[config.mk]
export PLATFORM = sky130hd
export DESIGN_NAME = sqrt_recon
export DESIGN_NICKNAME = d
export VERILOG_FILES = /design/src/rtl/sqrt_pkg.sv /design/src/rtl/sqrt_iter_cnt.sv /design/src/rtl/sqrt_recon.sv
export SDC_FILE = /design/constraint.sdc
export NUM_CORES = 1
export LEC_CHECK = 0
export CAP_MARGIN = 25
export CORE_AREA = 2 2 117 119
export CTS_CLUSTER_DIAMETER = 100
export DETAILED_ROUTE_END_ITERATION = 6
export DIE_AREA = 0 0 119 121
export GPL_TIMING_DRIVEN = 0
export PLACE_DENSITY = 0.8
export SLEW_MARGIN = 10
export SYNTH_ARGS = -nofsm -noshare
export SYNTH_HDL_FRONTEND = slang
export SYNTH_SLANG_ARGS = --single-unit
export TNS_END_PERCENT = 10
[constraint.sdc]
create_clock -name clk -period 6.4 [get_ports clk]
set_clock_uncertainty 0.2 [all_clocks]
set_input_delay 0.64 -clock clk [delete_from_list [all_inputs] [get_ports clk]]
set_output_delay 0.64 -clock clk [all_outputs]
set_load 0.01 [all_outputs]
[src/rtl/sqrt_pkg.sv]
// sqrt_pkg: shared width default and FSM state type for the sqrt reconstruction block
package sqrt_pkg;
   localparam int DW_DEF = 16;
   typedef enum logic [1:0] {IDLE, BUSY, DONE} state_t;
endpackage

[src/rtl/sqrt_iter_cnt.sv]
// sqrt_iter_cnt: iteration counter; ports clk, reset (async high), load (set to DW), dec (count down), count, zero
module sqrt_iter_cnt
   import sqrt_pkg::*;
#(
   parameter int DW = DW_DEF
) (
   input  logic          clk,
   input  logic          reset,
   input  logic          load,
   input  logic          dec,
   output logic [DW-1:0] count,
   output logic          zero
);
   assign zero = count == '0;
   always_ff @(posedge clk or posedge reset)
      if (reset) count <= '0;
      else if (load) count <= DW'(DW);
      else if (dec && !zero) count <= count - 1'b1;
endmodule

[src/rtl/sqrt_recon.sv]
// sqrt_recon: rebuilds radicand D = root*root + remainder by shift-add; ports clk, reset, start, root, remainder, expected -> D, count, busy, ready, mismatch; optional MISMATCH_CHECK_EN compares D with expected
module sqrt_recon
   import sqrt_pkg::*;
#(
   parameter int DW = DW_DEF
) (
   input  logic            clk,
   input  logic            reset,
   input  logic            start,
   input  logic [DW-1:0]   root,
   input  logic [DW-1:0]   remainder,
   input  logic [2*DW-1:0] expected,
   output logic [2*DW-1:0] D,
   output logic [DW-1:0]   count,
   output logic            busy,
   output logic            ready,
   output logic            mismatch
);
   state_t          state;
   logic [DW-1:0]   root_reg;
   logic [2*DW-1:0] acc;
   logic            zero;
   logic            accept;
   logic [DW-1:0]   idx;
   logic [DW-1:0]   root_sh;
   logic [2*DW-1:0] addend;
   assign accept  = start && state != BUSY;
   assign busy    = state == BUSY;
   // bit position handled this cycle; only meaningful while count is nonzero
   assign idx     = DW'(DW) - count;
   assign root_sh = root_reg >> idx;
   assign addend  = {{DW{1'b0}}, root_reg} << idx;
   sqrt_iter_cnt #(.DW(DW)) u_cnt (
      .clk   (clk),
      .reset (reset),
      .load  (accept),
      .dec   (busy),
      .count (count),
      .zero  (zero)
   );
`ifdef MISMATCH_CHECK_EN
   logic [2*DW-1:0] exp_reg;
   always_ff @(posedge clk or posedge reset)
      if (reset) exp_reg <= '0;
      else if (accept) exp_reg <= expected;
`else
   logic unused_expected;
   assign unused_expected = ^expected;
`endif
   always_ff @(posedge clk or posedge reset) begin
      if (reset) begin
         state    <= IDLE;
         root_reg <= '0;
         acc      <= '0;
         D        <= '0;
         ready    <= 1'b0;
         mismatch <= 1'b0;
      end else begin
         ready    <= 1'b0;
         mismatch <= 1'b0;
         if (accept) begin
            state    <= BUSY;
            root_reg <= root;
            acc      <= {{DW{1'b0}}, remainder};
         end else if (state == BUSY) begin
            if (zero) begin
               state <= DONE;
               D     <= acc;
               ready <= 1'b1;
`ifdef MISMATCH_CHECK_EN
               mismatch <= acc != exp_reg;
`endif
            end else if (root_sh[0]) begin
               acc <= acc + addend;
            end
         end else if (state == DONE) begin
            state <= IDLE;
         end
      end
   end
endmodule

# [Word-level counts from Yosys, hierarchy flattened]
# Index checks and enable logic that the tools add are counted.
[totals] register_bits=99 elab_cells=41 output_inout_bits=51 input_bits=67
[op_classes] eq_ne=5 mux=13 add_sub_neg=3 shift=2 bitwise=1 reduce_logical=11
[ops] operator="$mux W32" count=4
[ops] operator="$add A32 B32 Y32" count=1
[ops] operator="$mux W16" count=2
[ops] operator="$shl A16 B16 Y32" count=1
[ops] operator="$logic_not A16 Y1" count=1
[ops] operator="$shr A16 B16 Y1" count=1
[ops] operator="$sub A16 B1 Y16 const B" count=1
[ops] operator="$sub A5 B16 Y16 const A" count=1
[ops] operator="$mux W2" count=4
[ops] operator="$reduce_and A3 Y1" count=2
[ops] operator="$reduce_bool A2 Y1" count=3
[ops] operator="$mux W1" count=3
[ops] operator="$ne A3 B3 Y1 const B" count=1
[ops] operator="$reduce_bool A3 Y1" count=1
[ops] operator="$eq A2 B1 Y1 const B" count=1
[ops] operator="$eq A2 B2 Y1 const B" count=1
[ops] operator="$logic_and A1 B1 Y1" count=2
[ops] operator="$ne A2 B1 Y1 const B" count=1
[ops] operator="$ne A2 B2 Y1 const B" count=1
[ops] operator="$reduce_and A2 Y1" count=1
[ops] operator="$logic_not A1 Y1" count=1
[ops] operator="$not A1 Y1" count=1

# [Longest topological paths before layout]
[logic_depth] word_depth=7 depth_mapped=22 mapped_depth_nobuf=19

# [Cells and area by module]
# From an unflattened synthesis, not the netlist that was laid out.
[hier_totals] cells_unflattened=817 area_unflattened_um2=7184.4
[by_module_without_submodules] mod="sqrt_recon" area_per_inst_um2=6249.7 cells_each=715 seq_area_each_um2=2077.0 n_inst=1
[by_module_without_submodules] mod="sqrt_iter_cnt" area_per_inst_um2=934.6 cells_each=102 seq_area_each_um2=400.4 n_inst=1

# [Worst setup path before layout]
# Ideal clock, no wire load.
[synth_timing] path_kind="register to register" from="register u_cnt.count[0]" to="register acc[28]" period_less_slack_ns=5.513 arrival_ns=5.243 required_ns=6.131 path_stages_with_launch=22 path_slack_ns=0.887 path_buffers=3 setup_time_ns=0.069 path_cell_list="dfrtp_1 > buf_2 > inv_1 > ha_1 > or3b_1 > buf_2 > xnor2_1 > or3_1 > nor3_1 > nand2_1 > clkbuf_1 > nor3_1 > ha_1 > fa_1 > a211oi_1 > o211ai_1 > a211oi_1 > o31ai_1 > o2111ai_1 > a21oi_1 > or4_1 > nand3_1"
[synth_via] elab_chain_len=7 elab_cells_between_ends=12 classes_between="add/sub (2); eq/ne (1); shift (2); mux (4); reduce/logical (3)"
[synth_rtl] item="from (decl)" line_no="sqrt_iter_cnt.sv:11" source="output logic [DW-1:0] count,"
[synth_rtl] item="from (signal assigned)" line_no="sqrt_iter_cnt.sv:17" source="else if (load) count <= DW'(DW);"
[synth_rtl] item="from (signal assigned)" line_no="sqrt_iter_cnt.sv:18" source="else if (dec && !zero) count <= count - 1'b1;"
[synth_rtl] item="$sub A5 B16 Y16" line_no="sqrt_recon.sv:30" source="assign idx = DW'(DW) - count;"
[synth_rtl] item="$shl A16 B16 Y32" line_no="sqrt_recon.sv:32" source="assign addend = {{DW{1'b0}}, root_reg} << idx;"
[synth_rtl] item="$add A32 B32 Y32" line_no="sqrt_recon.sv:74" source="acc <= acc + addend;"
[synth_rtl] item="$mux W32" line_no="sqrt_recon.sv:73" source="end else if (root_sh[0]) begin"
[synth_rtl] item="$mux W32" line_no="sqrt_recon.sv:66" source="if (zero) begin"
[synth_rtl] item="$mux W32" line_no="sqrt_recon.sv:65" source="end else if (state == BUSY) begin"
[synth_rtl] item="$mux W32" line_no="sqrt_recon.sv:61" source="if (accept) begin"
[synth_rtl] item="to (signal assigned)" line_no="sqrt_recon.sv:64" source="acc <= {{DW{1'b0}}, remainder};"
[synth_rtl] item="to (signal assigned)" line_no="sqrt_recon.sv:74"
[synth_rtl] item="to (decl)" line_no="sqrt_recon.sv:21" source="logic [2*DW-1:0] acc;"
# Parallel ways exist; a longest one is shown, timed or not. The select of a mux whose other input is x is not followed.
# A chain may end at the register's enable or synchronous reset.

# [Worst setup path in the final report]
[layout_timing] from="register u_cnt.count[0]" to="register acc[29]"
# The elaborated chain is that of the path after synthesis.

==> flow_summary.json <==
{
  "outcome": "finished, final reports clean",
  "syn_area_mm2": 0.00700,
  "chipHeight_um": 121,
  "synth_cell_types": 64,
  "antenna_found_initial": 0,
  "cts.clk_slew.worst_paths_ps": 70,
  "drt-vias-per-instance": 5.87,
  "multiInputGateArea_mm2": 0.00433,
  "synth.avg_cell_area_um2": 8.74,
  "cpPeakStageDelay_ps": 490,
  "power_mw": 2.58,
  "yosysTopAreaCellShare_pct": 35.4,
  "portBuffers": 84,
  "die-area_mm2": 0.0144,
  "wl_mm": 19.0,
  "power.density_mw_per_mm2": 302,
  "postCtsHoldBufs": 0,
  "nNetsFinal": 1001,
  "finalHoldViolCount": 0,
  "clock_latency_ps": 360,
  "max_cap_violations": 0,
  "die_w_um": 119,
  "routedWlPerCell_um": 17.6,
  "post-route-period-util_pct": 94.3,
  "layout_commonest_cell": "nand2_1",
  "grt_pass1_vias": 6080,
  "cts_tree": "yes",
  "required_ps": 6470,
  "gp_congestion": 0.937,
  "synth_edf_count": 0,
  "h-tree-depth": 3,
  "rows": 42,
  "relSlewSlack_pct": 38.9,
  "synth_nets": 902,
  "ios": 118,
  "drc": 0,
  "hold_path.class": "register to register",
  "arrival_ps": 6100,
  "diodes": 0,
  "n_fill_cell": 1108,
  "path_cells": "buf_2, inv_1, ha_2, or3b_1, buf_2, a221oi_2, a31oi_1, a2111oi_4, nor4b_4, nand2_2, or4_4, o22ai_2, ha_1, or2_2, a21oi_1, a31oi_1, a22o_1, o211ai_1, a31oi_1, o21a_1, o31ai_1",
  "yosys_warnings": 0,
  "drtIter0Drc": 512,
  "async_flop_share_pct": 100,
  "grt_use_total_pct": 27.3,
  "cp_slowest_cell": "or4_4",
  "synth_area_leader_cell": "dfrtp_1",
  "cts_buffer_depth": 2,
  "cts_root_buf": "clkbuf_16",
  "synthCells": 801,
  "whs_ps": 282,
  "min_period_ps": 6040,
  "fin_ws_ps": 365,
  "preCtsSetupSlack_ps": -184,
  "clock.fmax_mhz": 166,
  "netlist_top_cells_area": "dfrtp_1 35%, mux2_2 6.8%, ha_1 5.9%",
  "grt_max_degree": 55,
  "cp_max_fo": 8,
  "dr_total_vias": 6346,
  "gr-total-overflow": 0,
  "setup_violations": 0,
  "dp.final_hpwl_mm": 14.4,
  "clock-sinks": 99,
  "core_mm2": 0.0131,
  "dr.pass1.iters": 5,
  "drtAntennaViolNets": 0,
  "tns_ps": 0,
  "synth_seq_cells": 99,
  "fin_util_pct": 65.3,
  "rsz0062_at_grt": "false",
  "start_util_pct": 53.5,
  "top_regs": "D (32), acc (32)",
  "final_cell_mix": "106 x nand2_1, 99 x dfrtp_1, 84 x clkdlybuf4s50_1, 77 x nor2_1, 62 x a21oi_1",
  "cp_common_cell": "a31oi_1",
  "critPathKind": "register to register",
  "cp-start-kind": "register",
  "ys.flop_type": "dfrtp_1",
  "yosysSeqAreaShare_pct": 35.4,
  "grt_pass1_wl_mm": 31.2,
  "vdd_drop_max_uv": 165,
  "synthToLayoutAreaGrowth_pct": 22.2,
  "timing.final.max_slew_violations": 0,
  "critPathCaptureType": "register",
  "tightestPinTransition_ps": 908,
  "leakagePower_nw": 3.71,
  "cts-buffers-inserted": 9,
  "regArea_mm2": 0.00248,
  "drive_gt1_share_pct": 12.4
}
cell type report:
cell class / instances / share of cell area [%]
buffer: 45 / 2.25
clock buffer: 10 / 2.80
clock inverter: 6 / 1.60
inverter: 15 / 0.688
multi-input combinational: 642 / 50.7
sequential: 99 / 29.0
tap: 176 / 2.58
timing repair buffer: 88 / 10.4
power by group:
part | internal, mW | switching, mW | total, mW | leakage [nW]
Clock | 0.433 | 0.247 | 0.680 | 0.179
Sequential | 0.691 | 0.0770 | 0.768 | 1.24
Combinational | 0.422 | 0.710 | 1.13 | 2.29
Total | 1.55 | 1.03 | 2.58 | 3.71
cells in the mapped netlist (9+ instances only):
cell type / number
xor2_1: 18
nand2_1: 107
nor2_1: 77
inv_1: 15
clkbuf_1: 29
dfrtp_1: 99
o21ai_0: 57
a211oi_1: 9
a21oi_1: 63
a21o_1: 14
o31ai_1: 10
nor3_1: 22
xnor2_1: 25
nand3_1: 27
mux2_2: 42
mux2i_1: 24
buf_2: 13
ha_1: 33
worst max-delay path: cells and delay by family (launching register included):
kind                     cells  cell delay [ps]
AO/OA/AOI/OAI               11             2370
adder cells (fa/ha/maj)      2              630
buffers and inverters        3              610
flip-flops                   1              380
AND/OR/NAND/NOR              5             1740
worst paths after layout:
kind                                start             end  cells past startpoint  slack (ps)
min reg2reg                       acc[31]         acc[31]                      1         280
max reg2reg                u_cnt.count[0]         acc[29]                     21         360
min in group asynchronous           reset  u_cnt.count[2]                      2         500
min                               acc[31]         acc[31]                      1         280
max                        u_cnt.count[0]         acc[29]                     21         360
max in group asynchronous           reset            D[0]                      3        4850
kinds of logic (layout without fill, tap and decap cells):
| kind of cell | Yosys count | in the layout | synth area share [%] |
|---|---|---|---|
| AND/OR/NAND/NOR | 292 | 292 | 19.3 |
| multiplexers | 72 | 72 | 12.1 |
| adder cells (fa/ha/maj) | 34 | 34 | 6.19 |
| XOR/XNOR | 43 | 43 | 5.38 |
| flip-flops | 99 | 99 | 35.4 |
| AO/OA/AOI/OAI | 200 | 200 | 18.0 |
| other | 1 | 1 | 0.0536 |
| buffers and inverters | 60 | 164 | 3.50 |
per-layer routing:
| metal | part of all wire (%) | wire length [um] | up-vias | global-route usage, % |
|---|---|---|---|---|
| li1 | - | - | 3083 | - |
| met1 | 46 | 8730 | 3025 | 37.1 |
| met2 | 47 | 8920 | 201 | 44.3 |
| met3 | 5.0 | 941 | 37 | 4.51 |
| met4 | 2.1 | 396 | 0 | 9.52 |
| met5 | 0 | 0 | - | 0 |
stage by stage:
stage          std cells  cell area, um2
2_1_floorplan        801            7000
3_3_place_gp        1061            8060
3_5_place_dp        1062            8090
4_1_cts             1078            8480
5_1_grt             1081            8550
6_report            1081            8550
what timing repair did:
action,in CTS,in global routing
pin swaps,0,2
resized for setup,2,16
buffers inserted,0,3
setup endpoints to repair,3,15
gates cloned,0,0
(Power assumes the default switching activity.)
